==> config.mk <==
export PLATFORM = sky130hd
export DESIGN_NAME = bcd_result_converter
export DESIGN_NICKNAME = d
export VERILOG_FILES = /design/src/rtl/bcd_result_converter.sv
export SDC_FILE = /design/constraint.sdc
export NUM_CORES = 1
export LEC_CHECK = 0
export CAP_MARGIN = 20
export CORE_ASPECT_RATIO = 0.5
export CORE_MARGIN = 10
export CORE_UTILIZATION = 25
export DETAILED_ROUTE_END_ITERATION = 8
export DONT_BUFFER_PORTS = 1
export PLACE_DENSITY = 0.38
export SETUP_SLACK_MARGIN = 0.3
export SYNTH_ARGS = -nofsm -noshare
export SYNTH_HDL_FRONTEND = slang
export SYNTH_SLANG_ARGS = --single-unit
==> constraint.sdc <==
create_clock -name clk -period 1.8 [get_ports clk]
set_input_delay 0.09 -clock clk [delete_from_list [all_inputs] [get_ports clk]]
set_output_delay 0.09 -clock clk [all_outputs]
set_load 0.02 [all_outputs]
==> src/rtl/bcd_result_converter.sv <==
// Sequential binary-to-BCD converter (shift-and-add-3, one bit per clock) for the adder result.
// Optional build macro BCD_BLANK_EN adds a registered leading-zero blanking output.
module bcd_result_converter #(
  parameter int N      = 8,
  parameter int DIGITS = 3
) (
  input  logic                  clk,
  input  logic                  resetn,
  input  logic                  start,
  input  logic [N-1:0]          sum,
  input  logic                  cout,
  input  logic                  is_signed,
  output logic                  busy,
  output logic                  valid,
  output logic                  neg,
  output logic [4*DIGITS-1:0]   bcd
`ifdef BCD_BLANK_EN
  ,
  output logic [DIGITS-1:0]     blank
`endif
);

  localparam int CW = $clog2(N + 1);

  localparam logic [1:0] S_IDLE  = 2'd0;
  localparam logic [1:0] S_SHIFT = 2'd1;
  localparam logic [1:0] S_DONE  = 2'd2;

  logic [1:0]          state_q, state_d;
  logic [CW-1:0]       cnt_q, cnt_d;
  logic [N:0]          mag_q, mag_d;
  logic [4*DIGITS-1:0] work_q, work_d;
  logic                neg_work_q, neg_work_d;
  logic                busy_q, busy_d;
  logic                valid_q, valid_d;
  logic                neg_q, neg_d;
  logic [4*DIGITS-1:0] bcd_q, bcd_d;
  logic [N-1:0]        sum_abs;

  // Unary minus of the most negative value wraps to itself, which is the correct unsigned magnitude.
  assign sum_abs = sum[N-1] ? -sum : sum;

  function automatic logic [4*DIGITS-1:0] add3_all(input logic [4*DIGITS-1:0] b);
    logic [4*DIGITS-1:0] r;
    for (int i = 0; i < DIGITS; i++) begin
      r[4*i +: 4] = (b[4*i +: 4] >= 4'd5) ? (b[4*i +: 4] + 4'd3) : b[4*i +: 4];
    end
    return r;
  endfunction

`ifdef BCD_BLANK_EN
  logic [DIGITS-1:0] blank_q, blank_d;

  function automatic logic [DIGITS-1:0] blank_of(input logic [4*DIGITS-1:0] b);
    logic [DIGITS-1:0] r;
    logic              z;
    r = '0;
    z = 1'b1;
    for (int i = DIGITS - 1; i >= 1; i--) begin
      z    = z & (b[4*i +: 4] == 4'd0);
      r[i] = z;
    end
    return r;
  endfunction

  assign blank = blank_q;
`endif

  always_comb begin
    state_d    = state_q;
    cnt_d      = cnt_q;
    mag_d      = mag_q;
    work_d     = work_q;
    neg_work_d = neg_work_q;
    busy_d     = busy_q;
    valid_d    = 1'b0;
    neg_d      = neg_q;
    bcd_d      = bcd_q;
`ifdef BCD_BLANK_EN
    blank_d    = blank_q;
`endif
    case (state_q)
      S_IDLE: begin
        // A start coinciding with the result pulse is dropped; the next edge may accept one.
        if (start && !valid_q) begin
          if (is_signed) begin
            mag_d      = {1'b0, sum_abs};
            neg_work_d = sum[N-1];
          end else begin
            mag_d      = {cout, sum};
            neg_work_d = 1'b0;
          end
          work_d  = '0;
          cnt_d   = CW'(N);
          busy_d  = 1'b1;
          state_d = S_SHIFT;
        end
      end
      S_SHIFT: begin
        {work_d, mag_d} = {add3_all(work_q), mag_q} << 1;
        if (cnt_q == '0) begin
          state_d = S_DONE;
        end else begin
          cnt_d = cnt_q - CW'(1);
        end
      end
      S_DONE: begin
        bcd_d   = work_q;
        neg_d   = neg_work_q;
        valid_d = 1'b1;
        busy_d  = 1'b0;
`ifdef BCD_BLANK_EN
        blank_d = blank_of(work_q);
`endif
        state_d = S_IDLE;
      end
      default: begin
        state_d = S_IDLE;
        busy_d  = 1'b0;
      end
    endcase
  end

  always_ff @(posedge clk or negedge resetn) begin
    if (!resetn) begin
      state_q    <= S_IDLE;
      cnt_q      <= '0;
      mag_q      <= '0;
      work_q     <= '0;
      neg_work_q <= 1'b0;
      busy_q     <= 1'b0;
      valid_q    <= 1'b0;
      neg_q      <= 1'b0;
      bcd_q      <= '0;
`ifdef BCD_BLANK_EN
      blank_q    <= {{(DIGITS-1){1'b1}}, 1'b0};
`endif
    end else begin
      state_q    <= state_d;
      cnt_q      <= cnt_d;
      mag_q      <= mag_d;
      work_q     <= work_d;
      neg_work_q <= neg_work_d;
      busy_q     <= busy_d;
      valid_q    <= valid_d;
      neg_q      <= neg_d;
      bcd_q      <= bcd_d;
`ifdef BCD_BLANK_EN
      blank_q    <= blank_d;
`endif
    end
  end

  assign busy  = busy_q;
  assign valid = valid_q;
  assign neg   = neg_q;
  assign bcd   = bcd_q;

endmodule
==> impl_metrics.toml <==
[synthesis]
synthAdderAreaFrac_pct = 5.455
ys_ff_latch = 43
synth_enable_flop_cells = 0
syn_nets = 223
synth_ff_type = "dfrtp_1"
synth_top_family_by_area = "compound AO/OA/AOI/OAI gates"
netlist.area_leader.share_pct = 52.12
async_flop_share_pct = 100.0
synth_compound_area_share_pct = 13.76
syn_inst = 201
ys_seq_area_share_pct = 52.12
yosys.area.top_type = "dfrtp_1"
synth_area_um2 = 2064
synth.area.top_cells = "dfrtp_1 52%, ha_1 5.5%, o21ai_1 4.8%"
yosys.area_share.xor_xnor_pct = 5.091
yosys_warnings = 0
synth_mux_area_share_pct = 5.939
synth-simple-area-share_pct = 13.21
avgSynthCellArea_um2 = 10.27
synth.distinct_cells = 32

[placed_design]
place_hpwl_mm = 3.356
post-place-cells = 314
portBuffers = 0
place_worst_setup_slack_ns = 0.1500
place_congestion = 0.7079

[clocking]
cts_tree = "yes"
htree_levels = 2
cts_buffer_depth = 2
cts-root-buf = "clkbuf_16"
cts.sinks = 43
clkTransAtPathRegs_ns = 0.06
clk-insertion-delay-late_ns = 0.28
cts_made_buffers = 5

[timing]
slew_viol_final = 0
fin_tns_setup_ns = 0
grt_setup_unrepaired = "yes"
finalSetupViolCount = 0
setup_slack_ns = 0.3477
worst_pin_slew_ns = 0.5524
period_share_pct = 80.68
fmax_ghz = 0.6886
hold_viol = 0
slew_headroom_pct = 62.97
min_period_ns = 1.452
finClkSkew_ns = 0.004869

[cells_and_area]
antenna_cells = 0
fin_nets = 247
syn_to_final_growth_pct = 27.64
drive_gt1_share_pct = 25.33
final_common_cell = "dfrtp_1"
final_cell_mix = "43 x dfrtp_1, 19 x o21ai_1, 19 x buf_4"
final_cells = 337

[route]
top_layer = "met4"
routed-wl-met2_mm = 2.232
final_antenna_net_count = 0
wl_per_cell_um = 14.72
first_iter_violations = 49
via_count = 1496
drt_pass1_iterations = 4
drc = 0
m1WireLength_mm = 2.356
wl_met3_um = 321
totalWireLength_mm = 4.960
avgViaCountPerCell = 4.439

[pwr]
leakagePower_nw = 1.191
ir_drop_mv = 0.5084
power_density_nw_per_um2 = 1764

[min_path]
hp-class = "input pin to flop"
hold_depth = 3

[floorplanning]
die-area_um2 = 12510
num_rows = 23
start_util_pct = 25.71
ios = 28
core-area_um2 = 8029
die_w_um = 148.5
fp.dieH_um = 84.26

[critical_path]
critPathRequiredTime_ns = 2.01
cp_data_arrival_time_ns = 1.67
critPathKind = "flop to flop"
crit_path_end_kind = "flop"
cp-start-kind = "flop"
path_max_fanout = 4
rr_worst_depth = 5

[global_routing]
antenna_found_initial = 0
first_global_vias = 1595
grt_use_total_pct = 8.185
grt_pass1_wl_mm = 8.286
grt_max_degree = 44
gr-total-overflow = 0

[status]
outcome = "finished, final reports clean"

[run]
max_cap_viol_count = 0
## critical path, cell delays in order, from the launching register on
cell and delay, ns:
dfrtp_1 0.42, ha_1 0.20, nand2b_1 0.15, a21oi_2 0.19, mux2_4 0.31, o21ai_1 0.11
## routing by layer
metal  global-route usage [%]  up-vias
met3                    3.480        2
met5                        0        -
met1                    10.20      723
li1                         -      745
met2                    12.35       26
met4                    2.952        0
## path summary, 6_finish.rpt
kind                       slack, ns         end       start
setup / recovery                0.35   work_q[6]   work_q[4]
hold / removal                 0.006    mag_q[7]   is_signed
max in group asynchronous       1.28  work_q[11]      resetn
hold reg to reg                 0.50         neg  neg_work_q
min in group asynchronous       0.31    mag_q[6]      resetn
setup reg to reg                0.35   work_q[6]   work_q[4]
## sequential cells by signal, summed over array words and instances, names as in the netlist, 2 cells and up
signal	count
bcd	12
cnt_q	4
mag_q	9
state_q	2
work_q	12
## power breakdown
part,switching [mW],leakage (nW),internal [mW]
registers,0.496,0.557,1.37
logic,0.949,0.561,0.923
clock network,0.367,0.0727,0.542
## cell type report
type	instances	area [um2]
clock buffer	6	138.9
fill	810	5394
timing repair buffer	26	231.5
clock inverter	1	5.005
inverter	14	52.55
sequential	43	1076
multi-input combinational	135	991.0
tap	112	140.1
## Yosys cell counts, types with 4 or more instances
master,number
nand2b_1,5
nor2_1,5
nor3_1,6
a21oi_1,4
nand3_1,15
inv_1,13
dfrtp_1,43
o21ai_0,8
a22oi_1,7
xor2_1,4
clkbuf_1,5
mux2_1,7
nand2_1,19
o21ai_1,20
xnor2_1,8
buf_2,4
ha_1,9
## through the flow
stage	power [mW]	hold slack, ns	util [%]	cell area (um2)
final	4.649	0.006262	32.82	2635
after global routing	5.031	0.007439	32.82	2635
after CTS	4.417	0.001149	31.07	2495
after detailed placement	3.364	-0.2041	27.91	2241
after global placement	3.326	-0.2035	27.91	2241
after floorplan	2.895	-0.2056	-	2064
## cells by family (layout without fill, tap and decap cells)
| logic type | after synthesis | after routing |
|---|---|---|
| flip-flops | 43 | 43 |
| adder cells (fa/ha/maj) | 9 | 9 |
| XOR/XNOR | 12 | 12 |
| buffers and inverters | 23 | 47 |
| AO/OA/AOI/OAI | 47 | 47 |
| multiplexers | 11 | 11 |
| AND/OR/NAND/NOR | 56 | 56 |
## what timing repair did
action                                  CTS  global route
pin swaps                                 2             7
hold buffers                              6             0
resized for setup                         6            24
endpoints found under the setup margin    5            10
setup buffers                             2             8
endpoints found under the hold margin    47             0
Note: power is estimated with default switching activity, not from simulation.
